==> src/rtl/serial_sub_pkg.sv <==
// -----------------------------------------------------------------------------
// serial_sub_pkg
// Shared types and constants for the bit-serial subtractor.
//   - state_e       : controller states (IDLE, CALC, DONE)
//   - DEFAULT_WIDTH : operand width, tied to the project-wide `BUS_WIDTH
// Optional feature macro used by this slice: SERIAL_SUB_OVF_EN (see serial_sub).
// -----------------------------------------------------------------------------
`ifndef BUS_WIDTH
`define BUS_WIDTH 8
`endif

package serial_sub_pkg;

  localparam int DEFAULT_WIDTH = `BUS_WIDTH;

  typedef enum logic [1:0] {
    IDLE = 2'd0,
    CALC = 2'd1,
    DONE = 2'd2
  } state_e;

endpackage

==> src/rtl/serial_sub_sub_digit.sv <==
// -----------------------------------------------------------------------------
// sub_digit
// Combinational DIGIT-bit subtractor slice with borrow in and borrow out.
// Ports:
//   a_i      : minuend digit
//   b_i      : subtrahend digit
//   borrow_i : borrow from the previous (less significant) digit
//   diff_o   : a_i - b_i - borrow_i, modulo 2^DIGIT
//   borrow_o : 1 when the digit result went negative
// -----------------------------------------------------------------------------
module sub_digit
  import serial_sub_pkg::*;
#(
  parameter int DIGIT = 1
) (
  input  logic [DIGIT-1:0] a_i,
  input  logic [DIGIT-1:0] b_i,
  input  logic             borrow_i,
  output logic [DIGIT-1:0] diff_o,
  output logic             borrow_o
);

  // One extra bit on top: it becomes 1 exactly when the difference underflows,
  // which is the borrow into the next digit.
  logic [DIGIT:0] full;

  assign full = {1'b0, a_i} - {1'b0, b_i} - {{DIGIT{1'b0}}, borrow_i};
  assign {borrow_o, diff_o} = full;

endmodule

==> src/rtl/serial_sub.sv <==
// -----------------------------------------------------------------------------
// serial_sub
// Multi-cycle bit-serial subtractor: out = in1 - in2 (mod 2^WIDTH) and a borrow
// flag, processed DIGIT bits per clock, with valid/ready on both sides.
// Parameters:
//   WIDTH : operand/result width (default `BUS_WIDTH)
//   DIGIT : bits per cycle, must divide WIDTH
// Ports:
//   clk, rst_n          : clock, asynchronous active-low reset
//   in_valid / in_ready : operand handshake (in_ready high only in IDLE)
//   in1, in2            : minuend, subtrahend
//   out_valid/out_ready : result handshake (out_valid high only in DONE)
//   out, borrow         : difference and unsigned borrow (in1 < in2)
//   ovf                 : signed overflow, present only with SERIAL_SUB_OVF_EN
// -----------------------------------------------------------------------------
`ifndef BUS_WIDTH
`define BUS_WIDTH 8
`endif

module serial_sub
  import serial_sub_pkg::*;
#(
  parameter int WIDTH = DEFAULT_WIDTH,
  parameter int DIGIT = 1
) (
  input  logic             clk,
  input  logic             rst_n,
  input  logic             in_valid,
  output logic             in_ready,
  input  logic [WIDTH-1:0] in1,
  input  logic [WIDTH-1:0] in2,
  output logic             out_valid,
  input  logic             out_ready,
  output logic [WIDTH-1:0] out,
  output logic             borrow
`ifdef SERIAL_SUB_OVF_EN
  ,
  output logic             ovf
`endif
);

  localparam int STEPS = WIDTH / DIGIT;
  localparam int CW    = $clog2(STEPS) + 1;

  if (DIGIT < 1 || (WIDTH % DIGIT) != 0) begin : g_bad_digit
    $error("serial_sub: DIGIT must be >= 1 and divide WIDTH");
  end

  state_e           state_q, state_d;
  logic [WIDTH-1:0] a_q, a_d;
  logic [WIDTH-1:0] b_q, b_d;
  logic [WIDTH-1:0] res_q, res_d;
  logic             brw_q, brw_d;
  logic [CW-1:0]    cnt_q, cnt_d;
  logic [WIDTH-1:0] out_q, out_d;
  logic             bout_q, bout_d;

  logic [DIGIT-1:0] dig_diff;
  logic             dig_borrow;
  logic [WIDTH-1:0] res_next;
  logic             last_step;

  sub_digit #(
    .DIGIT(DIGIT)
  ) u_sub_digit (
    .a_i     (a_q[DIGIT-1:0]),
    .b_i     (b_q[DIGIT-1:0]),
    .borrow_i(brw_q),
    .diff_o  (dig_diff),
    .borrow_o(dig_borrow)
  );

  // Digits arrive least significant first, so each new digit enters at the
  // top and the partial result slides down; after STEPS shifts it is aligned.
  // Written with shifts so DIGIT == WIDTH needs no empty slice.
  assign res_next  = (res_q >> DIGIT) | (WIDTH'(dig_diff) << (WIDTH - DIGIT));
  assign last_step = (cnt_q == CW'(STEPS - 1));

  // Next-state logic for the controller and datapath registers. The visible
  // result is copied out only on the final digit, so out/borrow never show a
  // partial result and stay put after hand-off.
  always_comb begin
    state_d = state_q;
    a_d     = a_q;
    b_d     = b_q;
    res_d   = res_q;
    brw_d   = brw_q;
    cnt_d   = cnt_q;
    out_d   = out_q;
    bout_d  = bout_q;
    case (state_q)
      IDLE: begin
        if (in_valid) begin
          a_d     = in1;
          b_d     = in2;
          res_d   = '0;
          brw_d   = 1'b0;
          cnt_d   = '0;
          state_d = CALC;
        end
      end
      CALC: begin
        a_d   = a_q >> DIGIT;
        b_d   = b_q >> DIGIT;
        res_d = res_next;
        brw_d = dig_borrow;
        cnt_d = cnt_q + CW'(1);
        if (last_step) begin
          out_d   = res_next;
          bout_d  = dig_borrow;
          state_d = DONE;
        end
      end
      DONE: begin
        if (out_ready) begin
          state_d = IDLE;
        end
      end
      default: state_d = IDLE;
    endcase
  end

  // State registers; reset aborts any operation in flight immediately.
  always_ff @(posedge clk or negedge rst_n) begin
    if (!rst_n) begin
      state_q <= IDLE;
      a_q     <= '0;
      b_q     <= '0;
      res_q   <= '0;
      brw_q   <= 1'b0;
      cnt_q   <= '0;
      out_q   <= '0;
      bout_q  <= 1'b0;
    end else begin
      state_q <= state_d;
      a_q     <= a_d;
      b_q     <= b_d;
      res_q   <= res_d;
      brw_q   <= brw_d;
      cnt_q   <= cnt_d;
      out_q   <= out_d;
      bout_q  <= bout_d;
    end
  end

  assign in_ready  = (state_q == IDLE);
  assign out_valid = (state_q == DONE);
  assign out       = out_q;
  assign borrow    = bout_q;

`ifdef SERIAL_SUB_OVF_EN
  logic sa_q, sb_q, ovf_q;

  // Operand sign bits are kept from accept time because the shift registers
  // have consumed them by the end. Overflow is only possible when the signs
  // differ, and shows as a result sign that disagrees with the minuend.
  always_ff @(posedge clk or negedge rst_n) begin
    if (!rst_n) begin
      sa_q  <= 1'b0;
      sb_q  <= 1'b0;
      ovf_q <= 1'b0;
    end else begin
      if (state_q == IDLE && in_valid) begin
        sa_q <= in1[WIDTH-1];
        sb_q <= in2[WIDTH-1];
      end
      if (state_q == CALC && last_step) begin
        ovf_q <= (sa_q != sb_q) && (res_next[WIDTH-1] != sa_q);
      end
    end
  end

  assign ovf = ovf_q;
`endif

endmodule

==> config.mk <==
export PLATFORM = sky130hd
export DESIGN_NAME = serial_sub
export DESIGN_NICKNAME = d
export VERILOG_FILES = /design/src/rtl/serial_sub_pkg.sv /design/src/rtl/serial_sub_sub_digit.sv /design/src/rtl/serial_sub.sv
export SDC_FILE = /design/constraint.sdc
export NUM_CORES = 1
export LEC_CHECK = 0
export ABC_CLOCK_PERIOD_IN_PS = 2830
export BUFFER_PORTS_ARGS = -buffer_cell sky130_fd_sc_hd__buf_2
export CELL_PAD_IN_SITES_DETAIL_PLACEMENT = 1
export CELL_PAD_IN_SITES_GLOBAL_PLACEMENT = 1
export CORE_MARGIN = 3
export CORE_UTILIZATION = 35
export DETAILED_ROUTE_END_ITERATION = 6
export PLACE_DENSITY = 0.75
export SYNTH_ARGS = -nofsm -noshare
export SYNTH_HDL_FRONTEND = slang
export SYNTH_SLANG_ARGS = --single-unit
==> constraint.sdc <==
create_clock -name clk -period 2.83 [get_ports clk]
set_clock_uncertainty 0.2 [all_clocks]
set_input_delay 0.283 -clock clk [delete_from_list [all_inputs] [get_ports clk]]
set_output_delay 0.283 -clock clk [all_outputs]
set_load 0.01 [all_outputs]
==> flow_summary.ini, run 1 <==
[outcome]
outcome = completed

[routing]
drt_iter0_markers = 62
ant_nets = 0
route.detailed.drc = 0
drtPass1Iterations = 4
via_count = 1304
drt-total-wl_um = 3990
via_per_inst = 5.15
wl_per_cell_um = 15.8

[placed_design]
portBuffers = 30
placed_area_um2 = 1950
dp.final_hpwl_um = 2860
post-place-ws_ns = 0.692
gp_congestion = 0.769
placed_cells = 244

[timing]
slew_violations = 0
setup_ws_ns = 0.704
rsz0062_at_grt = false
slew_headroom_pct = 38.9
timing.final.crit_share_pct = 75.1
finalHoldViolCount = 0
fin_tns_setup_ns = 0
worstMarginPinSlew_ns = 0.914
period_minus_slack_ns = 2.13
finalSetupViolations = 0
fmaxAchievable_mhz = 470

[yosys]
ys_types = 24
synth_compound_area_share_pct = 21.7
yosysSeqAreaShare_pct = 56.4
synth_top_family_by_area = compound AO/OA/AOI/OAI gates
ys_warn_count = 0
netlist_area_um2 = 1730
synth_fa_ha_area_share_pct = 1.88
synth_mux_area_share_pct = 6.43
synthCells = 154
avgSynthCellArea_um2 = 11.2
synth-seq-cells = 39
syn_nets = 176
synthArstFlopShare_pct = 100
synth-edff-count = 0
synth_simple_gate_area_share_pct = 10.8
ys.flop_type = dfrtp_1
synth_xor_area_share_pct = 0

[cts]
clk_latency_ns = 0.29
clock-sinks = 39
clock-root-buffer = clkbuf_8
cts_buffers = 5
h-tree-depth = 2
clockBufferDepth = 2
clk_pin_slew_ns = 0.08
cts_tree = done
cts_setup_buffers = 0

[worst_setup_path]
crit_chain = buf_4 > nor2b_1 > a21oi_1 > o21ai_0
setup.worst_path.class = flop to flop
crit_fanout = 13
start_kind = flop
crit_family = simple AND/OR/NAND/NOR gates
end_kind = flop
cpMaxStageDelayCell = nor2b_1
worstPathArrival_ns = 2.13
max_stage_delay_ns = 0.71
required_ns = 2.83
crit_buf_inv = 1
r2r_start = state_q[1]$_DFFE_PN0P_
crit_start = state_q[1]$_DFFE_PN0P_

[power_and_ir_drop]
swShare_pct = 34.6
peakVddDrop_mv = 0.317
pwr_density_cell_nw_per_um2 = 1040
pwr-share-clk_pct = 21.5
seqPwrFrac_pct = 44.6
power.switching_uw = 745
power.leakage_nw = 0.959
power_frac_comb_pct = 33.9
intPower_mw = 1.41

[finish]
area_delta_synth_final_pct = 19.9
antenna_cells = 0
drive_above_1_share_pct = 28.2
finalNetCount = 209
layout_common_cells = dfrtp_1 (39), buf_2 (30), o21ai_0 (18)
stdcell_area_um2 = 2080
stdcell_count = 253
final_common_cell = dfrtp_1

[worst_hold_path]
hold_start = in1[2]
hp-class = input port to flop

[floorplanning]
start_util_pct = 37.9
core_area_um2 = 4560
die_x_um = 76.3
core.rowCount = 24
ios = 31
fp.dieH_um = 76.3
die-area_um2 = 5830

[grt]
grt_util_all_layers_pct = 14.7
grt_pass1_wl_um = 6950
grt_start_max_net_pins = 40
grt_pass1_vias = 1372
overflow = 0
antenna_found_initial = 0

[flow_run]
cap_violations = 0
-- per-stage QoR --
stage                     util, %  total power [mW]  hold slack, ns
final                        45.5              2.15          0.0817
after global routing         45.5              2.32          0.0834
after global placement       42.8              1.65           0.224
after floorplan                 -              1.44          -0.213
after detailed placement     42.8              1.72           0.246
after CTS                    45.5              2.19          0.0775
-- power by group through the flow --
stage	registers (mW)	clock network [mW]	logic, mW
floorplan	0.948	0	0.495
global placement	0.953	0	0.697
detailed placement	0.978	0	0.744
CTS	0.968	0.474	0.748
global route	1.00	0.498	0.821
finish	0.960	0.461	0.729
-- synth_stat cells, types with 3 or more instances --
cell	instances	area share [%]
dfrtp_1	39	56
o21ai_0	18	5.2
nor2b_1	16	5.8
a21oi_1	14	4.0
a22oi_1	14	6.1
a22o_1	9	4.6
mux2_2	9	5.9
nand2_1	8	1.7
clkbuf_1	5	1.1
buf_2	4	1.2
inv_1	3	0.65
nor2_1	3	0.65
-- routing by layer --
| layer | wire length (um) | part of all wire (%) | global-route usage [%] | vias up |
|---|---|---|---|---|
| met4 | 35 | 0.88 | 3.80 | 0 |
| met3 | 151 | 3.8 | 3.55 | 5 |
| li1 | - | - | - | 618 |
| met1 | 1860 | 47 | 19.3 | 652 |
| met5 | 0 | 0 | 0 | - |
| met2 | 1930 | 49 | 24.5 | 29 |
-- tightest hold or removal path, delay by kind of cell --
family,cells,cell delay (ns)
AOI/OAI and AO/OA,2,0.17
buffers and inverters,1,0.07
-- area by class of cell --
| class | instances | area [um^2] |
|---|---|---|
| well taps | 65 | 81.3 |
| multi-input cells | 103 | 706 |
| clock inverters | 3 | 43.8 |
| inverters | 3 | 11.3 |
| flip-flops and latches | 39 | 976 |
| fillers | 518 | 2490 |
| repair buffers | 35 | 190 |
| clock buffers | 5 | 68.8 |
-- cell families after synthesis --
| group | count (synthesis) |
|---|---|
| AOI/OAI and AO/OA | 59 |
| and+or+nand+nor | 32 |
| muxes | 10 |
| DFF | 39 |
| adders and majority gates | 2 |
| buffers and inverters | 12 |
-- what timing repair did --
action / CTS / global route
hold endpoints to repair: 39 / 0
gates resized for setup: 0 / 0
hold buffers: 1 / 0
-- final timing paths --
kind,to,slack [ns],depth (start not counted)
min in group asynchronous,res_q[3]$_DFFE_PN0P_,0.45,2
hold / removal,a_q[2]$_DFFE_PN0P_,0.08,3
max in group asynchronous,a_q[6]$_DFFE_PN0P_,1.43,2
hold reg to reg,b_q[1]$_DFFE_PN0P_,0.30,2
setup reg to reg,a_q[6]$_DFFE_PN0P_,0.70,4
setup / recovery,a_q[6]$_DFFE_PN0P_,0.70,4
-- state kept, by name, summed over array words and instances, names as in the netlist --
| name | count |
|---|---|
| a_q | 8 |
| b_q | 8 |
| borrow | 1 |
| brw_q | 1 |
| cnt_q | 4 |
| out | 8 |
| res_q | 7 |
| state_q | 2 |
Note: power is estimated with default switching activity, not from simulation.
==> run 2: changes to the inputs <==
--- a/config.mk
+++ b/config.mk
@@ -5,14 +5,15 @@
 export SDC_FILE = /design/constraint.sdc
 export NUM_CORES = 1
 export LEC_CHECK = 0
-export ABC_CLOCK_PERIOD_IN_PS = 2830
+export ABC_AREA = 1
+export ABC_CLOCK_PERIOD_IN_PS = 2100
 export BUFFER_PORTS_ARGS = -buffer_cell sky130_fd_sc_hd__buf_2
 export CELL_PAD_IN_SITES_DETAIL_PLACEMENT = 1
 export CELL_PAD_IN_SITES_GLOBAL_PLACEMENT = 1
 export CORE_MARGIN = 3
 export CORE_UTILIZATION = 35
 export DETAILED_ROUTE_END_ITERATION = 6
-export PLACE_DENSITY = 0.75
+export PLACE_DENSITY = 0.77
 export SYNTH_ARGS = -nofsm -noshare
 export SYNTH_HDL_FRONTEND = slang
 export SYNTH_SLANG_ARGS = --single-unit
==> constraint.sdc (replaced) <==
create_clock -name clk -period 2.1 [get_ports clk]
set_clock_uncertainty 0.2 [all_clocks]
set_input_delay 0.21 -clock clk [delete_from_list [all_inputs] [get_ports clk]]
set_output_delay 0.21 -clock clk [all_outputs]
set_load 0.01 [all_outputs]
==> run 2 against run 1 <==
Effect of this change:
- combinational power up 45%
- sequential power up 32%
- final area up 6.3%
- synthesized cell count up 27%
- routed wire length up 6.1%
- hold slack worse by 0.059 ns
- critical path type is now flop to output pin
- largest power group unchanged
==> flow_summary.ini, run 2 <==
[floorplanning]
fp.dieH_um = 76.2
die-area_um2 = 5810
core.rowCount = 24
core_area_um2 = 4560
start_util_pct = 37.8
ios = 31
die_x_um = 76.2

[yosys]
netlist_area_um2 = 1730
synthTopCellsByArea = dfrtp_1 (57%), nand3_1 (17%), nand2_1 (14%)
yosysSeqAreaShare_pct = 56.5
synth_area_leader_cell = dfrtp_1
ys_types = 20
synth-edff-count = 0
syn_nets = 218
avgSynthCellArea_um2 = 8.81
ys.flop_type = dfrtp_1
synthTopCellsByCount = nand2_1 (66), nand3_1 (57), dfrtp_1 (39), nor2_1 (5)
synth-seq-cells = 39
yosysTopAreaCellShare_pct = 56.5
synthArstFlopShare_pct = 100
synthCells = 196
yosysMostFrequentCell = nand2_1
ys_warn_count = 0

[cts]
clock-sinks = 39
clock-root-buffer = clkbuf_8
cts_setup_buffers = 0
cts_buffers = 5
clk_pin_slew_ns = 0.08
clk_latency_ns = 0.29
h-tree-depth = 2
cts-resized-gates = 0
cts_tree = done
clockBufferDepth = 2

[finish]
stdcell_count = 312
final_common_cell = nand2_1
drive_above_1_share_pct = 19.8
fill_cells = 573
area_delta_synth_final_pct = 27.9
antenna_cells = 0
finalNetCount = 268
layout_common_cells = nand2_1 (66), nand3_1 (57), dfrtp_1 (39)
register_area_um2 = 976
multiInputGateArea_um2 = 663
stdcell_area_um2 = 2210

[worst_setup_path]
required_ns = 1.69
crit_fanout = 12
setup.worst_path.class = flop to output pin
start_kind = flop
end_kind = output pin
rr_worst_depth = 6
worstPathArrival_ns = 1.36

[timing]
rsz0062_at_grt = false
setup_ws_ns = 0.328
fin_tns_setup_ns = 0
slew_headroom_pct = 66.3
finalHoldViolCount = 0
finalSetupViolations = 0
worstMarginPinSlew_ns = 0.505
slew_violations = 0
fmaxAchievable_mhz = 564
period_minus_slack_ns = 1.77
timing.final.crit_share_pct = 84.4

[routing]
route.detailed.drc = 0
ant_nets = 0
via_count = 1522
drtPass1Iterations = 4
via_per_inst = 4.88
drt-total-wl_um = 4230
wl_per_cell_um = 13.6
drt_iter0_markers = 90

[power_and_ir_drop]
seqPwrFrac_pct = 43.8
swShare_pct = 38.9
intPower_mw = 1.77
peakVddDrop_mv = 0.557
power_frac_comb_pct = 36.8
power.leakage_nw = 1.16
power.switching_mw = 1.13
pwr-share-clk_pct = 19.5
pwr_density_cell_nw_per_um2 = 1310

[grt]
grt_pass1_wl_um = 7440
overflow = 0
grt_start_max_net_pins = 40
grt_pass1_vias = 1605
antenna_found_initial = 0
grt_util_all_layers_pct = 16.0

[placed_design]
dp.final_hpwl_um = 2680
placed_cells = 287
gp_congestion = 0.724
portBuffers = 30
placed_area_um2 = 1940
post-place-ws_ns = 0.570

[outcome]
outcome = completed

[worst_hold_path]
hp-class = input port to flop
hold_depth = 3

[flow_run]
cap_violations = 0
## run 2: cell count changes in the layout (fill, tap and decap cells not counted), sizes merged, moves of 14 or more
cell / delta
o21ai: -15
nor2b: -16
dlygate4sd3: +16
nand3: +56
nand2: +60
a22oi: -14
## run 2: what timing repair did
item / CTS / global route
hold endpoints to repair: 55 / 0
hold buffers: 17 / 0
setup endpoints to repair: 0 / 0
## run 2: logic make-up (layout without fill, tap and decap cells)
logic type	count (synthesis)	after routing	share of synthesized area [%]
flip-flops	39	39	56.5
AO/OA/AOI/OAI	6	6	1.96
buffers and inverters	16	67	5.07
adder cells (fa/ha/maj)	2	2	1.88
AND/OR/NAND/NOR	133	133	34.6
## run 2: power by group through the flow
stage | sequential, mW | combinational [mW] | clock, mW
after detailed placement | 1.28 | 1.06 | 0
final | 1.27 | 1.06 | 0.563
after CTS | 1.27 | 1.09 | 0.574
after global routing | 1.32 | 1.22 | 0.608
after floorplan | 1.27 | 0.742 | 0
after global placement | 1.27 | 1.01 | 0
## run 2: stage by stage
| step | utilization, % | total power [mW] | hold WS, ns |
|---|---|---|---|
| global placement | 42.5 | 2.29 | 0.101 |
| floorplan | - | 2.02 | -0.286 |
| detailed placement | 42.5 | 2.34 | 0.0990 |
| global route | 48.4 | 3.15 | 0.0444 |
| CTS | 48.4 | 2.94 | 0.0159 |
| finish | 48.4 | 2.89 | 0.0228 |
## run 2: worst max-delay path, stage by stage, from the launching register on
cell	delay, ns
dfrtp_1	0.43
nor2_2	0.41
buf_2	0.22
## run 2: per-layer routing
metal	part of all wire, %	wire length [um]	track usage (%)
met2	50	2120	26.8
met1	44	1860	20.1
met4	1.8	76	5.98
met5	0	0	0
met3	4.1	172	3.55
## run 2: final cells by class
cell class              count  area share, %
clock buffers               8           4.53
inverters                   6           1.02
multi-input cells         141           30.0
flip-flops and latches     39           44.2
well taps                  65           3.68
repair buffers             53           16.5
## run 2: path summary, 6_finish.rpt
kind / start / endpoint / slack (ns)
min reg2reg: out[3]$_DFFE_PN0P_ / out[3]$_DFFE_PN0P_ / 0.28
max reg2reg: state_q[1]$_DFFE_PN0P_ / out[7]$_DFFE_PN0P_ / 0.59
max in group asynchronous: rst_n / borrow$_DFFE_PN0P_ / 1.05
min in group asynchronous: rst_n / out[0]$_DFFE_PN0P_ / 0.30
max: state_q[0]$_DFFE_PN0P_ / in_ready / 0.33
min: in2[1] / b_q[1]$_DFFE_PN0P_ / 0.02
